--- src/rtl/key_debouncer.sv ---
// Push-button / switch conditioner: two-flop synchroniser followed by a
// qualification FSM that emits a clean level plus one-cycle edge strobes.
module key_debouncer #(
   parameter int STABLE_CNT = 1000000,
   parameter int CNT_W      = 20
) (
   input  logic Clk,
   input  logic Resetn,
   input  logic KEY_in,
   output logic D_out,
   output logic rise_pulse,
   output logic fall_pulse,
   output logic busy
);

   localparam logic [CNT_W-1:0] STABLE = CNT_W'(STABLE_CNT);

   typedef enum logic [1:0] {
      IDLE_LOW,
      WAIT_HIGH,
      IDLE_HIGH,
      WAIT_LOW
   } state_t;

   state_t           state;
   logic             s1;
   logic             s;
   logic [CNT_W-1:0] cnt;
   logic [CNT_W-1:0] cnt_inc;

   // cnt holds the differing samples already seen; cnt_inc includes the current one
   assign cnt_inc = cnt + CNT_W'(1);

   // Synchroniser stage: only s is used downstream
   always_ff @(posedge Clk or negedge Resetn) begin
      if (!Resetn) begin
         s1 <= 1'b0;
         s  <= 1'b0;
      end else begin
         s1 <= KEY_in;
         s  <= s1;
      end
   end

   // Qualification stage
   always_ff @(posedge Clk or negedge Resetn) begin
      if (!Resetn) begin
         state      <= IDLE_LOW;
         cnt        <= '0;
         D_out      <= 1'b0;
         rise_pulse <= 1'b0;
         fall_pulse <= 1'b0;
         busy       <= 1'b0;
      end else begin
         rise_pulse <= 1'b0;
         fall_pulse <= 1'b0;
         case (state)
            IDLE_LOW: begin
               if (s) begin
                  if (cnt_inc == STABLE) begin
                     state      <= IDLE_HIGH;
                     cnt        <= '0;
                     D_out      <= 1'b1;
                     rise_pulse <= 1'b1;
                     busy       <= 1'b0;
                  end else begin
                     state <= WAIT_HIGH;
                     cnt   <= cnt_inc;
                     busy  <= 1'b1;
                  end
               end else begin
                  cnt <= '0;
               end
            end
            WAIT_HIGH: begin
               if (!s) begin
                  state <= IDLE_LOW;
                  cnt   <= '0;
                  busy  <= 1'b0;
               end else if (cnt_inc == STABLE) begin
                  state      <= IDLE_HIGH;
                  cnt        <= '0;
                  D_out      <= 1'b1;
                  rise_pulse <= 1'b1;
                  busy       <= 1'b0;
               end else begin
                  cnt <= cnt_inc;
               end
            end
            IDLE_HIGH: begin
               if (!s) begin
                  if (cnt_inc == STABLE) begin
                     state      <= IDLE_LOW;
                     cnt        <= '0;
                     D_out      <= 1'b0;
                     fall_pulse <= 1'b1;
                     busy       <= 1'b0;
                  end else begin
                     state <= WAIT_LOW;
                     cnt   <= cnt_inc;
                     busy  <= 1'b1;
                  end
               end else begin
                  cnt <= '0;
               end
            end
            WAIT_LOW: begin
               if (s) begin
                  state <= IDLE_HIGH;
                  cnt   <= '0;
                  busy  <= 1'b0;
               end else if (cnt_inc == STABLE) begin
                  state      <= IDLE_LOW;
                  cnt        <= '0;
                  D_out      <= 1'b0;
                  fall_pulse <= 1'b1;
                  busy       <= 1'b0;
               end else begin
                  cnt <= cnt_inc;
               end
            end
            default: begin
               state <= IDLE_LOW;
               cnt   <= '0;
               D_out <= 1'b0;
               busy  <= 1'b0;
            end
         endcase
      end
   end

endmodule
--- config.mk ---
export PLATFORM = sky130hd
export DESIGN_NAME = key_debouncer
export DESIGN_NICKNAME = d
export VERILOG_FILES = /design/src/rtl/key_debouncer.sv
export SDC_FILE = /design/constraint.sdc
export NUM_CORES = 1
export LEC_CHECK = 0
export CORE_ASPECT_RATIO = 1.1
export CORE_UTILIZATION = 65
export DETAILED_ROUTE_END_ITERATION = 8
export DONT_BUFFER_PORTS = 1
export PLACE_DENSITY = 0.81
export SETUP_SLACK_MARGIN = 0.3
export SLEW_MARGIN = 25
export SYNTH_ARGS = -nofsm -noshare
export SYNTH_HDL_FRONTEND = slang
export SYNTH_SLANG_ARGS = --single-unit
--- constraint.sdc ---
create_clock -name Clk -period 3.66 [get_ports Clk]
set_clock_uncertainty 0.1 [all_clocks]
set_input_delay 0.732 -clock Clk [delete_from_list [all_inputs] [get_ports Clk]]
set_output_delay 0.732 -clock Clk [all_outputs]
set_load 0.02 [all_outputs]
=== After elaboration in Yosys (flattened, before gate mapping) ===
Cells that the tools add are included.

* Bits of input ports: 3
* Output and inout port bits: 4
* Word-level logic and storage cells: 57
* Register bits after elaboration: 28

* Reduce and logical (&&, ||, !) cells: 6
* Muxes and demuxes: 30
* Equality and inequality tests: 12
* Add/sub/neg operators: 1

{| class="wikitable"
|+ Operator list
! cell !! count
|-
| $mux 20 || 3
|-
| $pmux 20 s2 || 1
|-
| $add 20x1->20 const B || 1
|-
| $eq 20x20->1 const B || 1
|-
| $mux 2 || 8
|-
| $mux 1 || 15
|-
| $pmux 2 s4 || 1
|-
| $reduce_and 4->1 || 2
|-
| $ne 2x1->1 const B || 3
|-
| $ne 2x2->1 const B || 3
|-
| $ne 3x3->1 const B || 2
|-
| $eq 2x2->1 const B || 2
|-
| $pmux 1 s4 || 1
|-
| $reduce_or 2->1 || 2
|-
| $eq 2x1->1 const B || 1
|-
| $logic_not 2->1 || 1
|-
| $pmux 1 s2 || 1
|-
| $reduce_and 2->1 || 1
|}

=== Longest topological paths before layout ===
* Depth in word-level cells: 5
* Mapped depth: 9
* Gate-level depth less buffers: 7

=== Least setup slack after synthesis ===
OpenSTA, ideal clock, no wires.

* Path kind: reg2reg
* Start: register cnt[0]
* End: register cnt[17]
* Data arrival time: 2236 ps
* Clock period less this slack: 2466 ps
* Required time: 3430 ps
* Library setup time: 130 ps
* Path buffers: 1
* Slack: 1194 ps
* Stages on the path, launching flop included: 9
* Cell sequence: dfrtp_1 > ha_1 > nand2_1 > or4_1 > a211oi_1 > nand4_1 > o31ai_4 > buf_6 > nor2_1

* Longest elaborated chain between the ends: 5
* Elaborated cells on any way between the ends: 6
* Classes of those cells: add/sub: 1; eq/ne: 1; mux: 4

{| class="wikitable"
|+ Ends and longest elaborated chain
! element !! RTL line !! text
|-
| start, declared || 28 || <nowiki>logic [CNT_W-1:0] cnt;</nowiki>
|-
| start signal, assigned || 68 || <nowiki>cnt <= cnt_inc;</nowiki>
|-
| start signal, assigned || 87 || <nowiki>cnt <= cnt_inc;</nowiki>
|-
| start signal, assigned || 100 || <nowiki>cnt <= cnt_inc;</nowiki>
|-
| $add 20x1->20 (*) || 32 || <nowiki>assign cnt_inc = cnt + CNT_W'(1);</nowiki>
|-
| $eq 20x20->1 || -- ||
|-
| $mux 20 (*) || -- ||
|-
| $mux 20 (on tied branches) || 108, 59 ||
|-
| $pmux 20 s2 (*) || 57 || <nowiki>case (state)</nowiki>
|}

Every way passes the cells marked *; elsewhere a longest branch is shown, timed or not.
A chain may end at the register's enable or synchronous reset.

=== Final worst setup path ===
* Start: register cnt[0]
* End: register busy

* Longest elaborated chain between the ends: 5
* Elaborated cells on any way between the ends: 9
* Classes of those cells: add/sub: 1; eq/ne: 1; mux: 7

{| class="wikitable"
|+ Ends and longest elaborated chain
! element !! RTL line !! text
|-
| $add 20x1->20 (*) || 32 ||
|-
| $eq 20x20->1 (*) || -- ||
|-
| $mux 1 (on tied branches) (2 in a row) || -- ||
|-
| $pmux 1 s4 (*) || 57 ||
|-
| end signal, assigned || 65 || <nowiki>busy <= 1'b0;</nowiki>
|-
| end signal, assigned || 79 || <nowiki>busy <= 1'b0;</nowiki>
|-
| end signal, assigned || 111 || <nowiki>busy <= 1'b0;</nowiki>
|-
| end, declared || 13 || <nowiki>output logic busy</nowiki>
|}

Every way passes the cells marked *; elsewhere a longest branch is shown, timed or not. The select of a mux whose other input is x is not followed.

==> metrics <==
status completed; Worst setup EP type register; chip height 51.7 um; detailed-route DRC error count 0; worst path arrival time 3000 ps; routed vias 1,022; commonest non-fill, non-tap cell in the layout dfrtp_1; complex-gate fraction of the synthesized area 0.0883; Seq/Total Area, Yosys 0.480; commonest cells after routing, fill and taps aside dfrtp_1, nor2_1, xnor2_1; slowest stage delay, CP 670 ps; Final Cycle Share 0.794; synthesized instance count 147; FMAX 0.344 GHz; vias in the first global route 955; largest net degree at the start of global routing 29; Post-CTS Resized 0; Clk Latency, worst-skew pair 330 ps; ANT nets after route 0; DRT Pass-1 Iters 4; post-synthesis adder-cell area fraction 0.00858; Post-CTS Setup Inserts 0; Clock Sinks 28; worst slew pin tran 770 ps; die area 2440 um2; VDD IR-drop max 0.350 mV; final WL 2570 um; RSZ-0062 raised after global routing no; via/cell ratio 5.81; I/O pin cnt 7; Horiz. Die Dim 47.2 um; hpwl dp 1830 um; endpoints failing setup 0; Most used DFF post-synth dfrtp_1; total track usage 0.254; met3 usage 0.0417; Rel. slew slack 0.487; post-synthesis mux area share 0.0146; post-synthesis simple-gate area fraction 0.255; DR WL/cell 14.6 um; crit path max-delay cell type o31ai_4; GR Util met1 0.311; row cnt 17; post-synthesis register bit count 28; final hold vios 0; CP Launch Type register; initial DRC count 30; Clock Path Buffers 2; CTS tree done; initial antenna violation count 0; core area 2060 um2; H-tree Lvls 1; CTS buffer count 3; Area Overhead vs Synth 4.29%; number of antenna diodes 0; GR Layer Usage met2 0.407; number of synthesis warnings 0; GPL Wtd Cong 0.839; post-synth cell types 41; most used routing layer met2; max_cap viols 0; Synth Area in XOR/XNOR 0.113; hold_buf cts 1; Setup TNS 0 ps; fin util 0.737; # nets final 153; port buffer count 0; Avg Inst Size Synth 9.92 um2; crit path cell chain ha_1 -> nand2_1 -> or4_1 -> a211oi_1 -> nand4_1 -> o31ai_4 -> o211ai_1; largest family of logic cells by synthesized area simple AND/OR/NAND/NOR gates; ratio of cells with drive above 1 in the final layout 0.0878; worst reg2reg setup slack 750 ps; min cycle time layout 2910 ps; Worst EP required 3760 ps; mapped cell area 1460 um2; Tightest Hold Check Type in2async; Clock transition at path regs 130 ps; Root Buffer clkbuf_4; R2R cell count 7; initial core utilization 0.707; gr ovfl total 0; kind of critical path reg2reg; Cell Pwr Density 323 nW/um2; Lkg Pwr 0.620 nW; pins over their slew limit 0; EDFF count, synth 0; worst-path maximum fanout 19; global-route wire length before repair 4150 um; synthesized net count 151; ys async rst share 1.00
-- where the power goes --
part,total (mW),switching (mW),internal (mW),leakage [nW]
registers,0.323,0.00826,0.315,0.379
logic,0.0235,0.0153,0.00826,0.219
clock network,0.145,0.0843,0.0610,0.0210
-- cells by family after synthesis --
| logic type | Yosys count |
|---|---|
| AND/OR/NAND/NOR | 68 |
| flip-flops | 28 |
| AO/OA/AOI/OAI | 18 |
| XOR/XNOR | 18 |
| buffers and inverters | 12 |
| multiplexers | 2 |
| adder cells (fa/ha/maj) | 1 |
-- final cells by class --
cell class                      instances  area (um2)
Sequential cell                        28         701
Multi-Input combinational cell        107         699
Fill cell                             160         542
Clock buffer                            4        36.3
Tap cell                               28        35.0
Inverter                                8        30.0
Timing Repair Buffer                    1        20.0
-- cells in the mapped netlist, types with 2 or more instances --
| cell type | count | share of area |
|---|---|---|
| o21ai_0 | 7 | 0.024 |
| nor2_1 | 24 | 0.062 |
| nand3_1 | 5 | 0.017 |
| inv_1 | 8 | 0.021 |
| buf_2 | 2 | 0.0069 |
| nor4_1 | 3 | 0.013 |
| nand3b_1 | 2 | 0.010 |
| nand2_1 | 7 | 0.018 |
| a211oi_1 | 2 | 0.010 |
| dfrtp_1 | 28 | 0.48 |
| nor3_1 | 5 | 0.017 |
| nand4_1 | 6 | 0.026 |
| or3_1 | 4 | 0.017 |
| xnor2_1 | 10 | 0.060 |
| xor2_1 | 7 | 0.042 |
| o31ai_1 | 2 | 0.010 |
-- flip-flops by register name, summed over array words and instances (netlist names) --
signal	flops
rise_pulse	1
fall_pulse	1
s1	1
s	1
state	2
cnt	20
busy	1
D_out	1
-- critical path, delay by kind of cell (launching register included) --
family / cells / cell delay, ps
AOI/OAI and AO/OA: 3 / 1100
and+or+nand+nor: 3 / 810
DFF: 1 / 460
adders and majority gates: 1 / 310
-- metrics by stage --
stage | cell area (um2) | setup slack, ps | power (mW) | instances | hold WS [ps]
3_3_place_gp | 1470 | 862 | 0.344 | 171 | 236
4_1_cts | 1520 | 715 | 0.502 | 176 | 85.4
6_report | 1520 | 754 | 0.492 | 176 | 99.0
2_1_floorplan | 1460 | 1190 | 0.343 | 147 | 231
5_1_grt | 1520 | 515 | 0.515 | 176 | 81.8
3_5_place_dp | 1470 | 749 | 0.345 | 171 | 241
-- layer usage --
metal	share of wire	vias up
met5	0	-
met4	0.027	0
met3	0.026	5
met2	0.48	16
met1	0.46	483
li1	-	518
-- path summary, 6_finish.rpt --
kind                                  start           endpoint
setup / recovery           cnt[0]$_DFF_PN0_   busy$_DFFE_PN0P_
hold / removal                       Resetn  cnt[15]$_DFF_PN0_
setup reg to reg           cnt[0]$_DFF_PN0_   busy$_DFFE_PN0P_
hold reg to reg                s1$_DFF_PN0_        s$_DFF_PN0_
max in group asynchronous            Resetn   cnt[0]$_DFF_PN0_
min in group Clk               s1$_DFF_PN0_        s$_DFF_PN0_
Power figures use the tool's default switching activity.
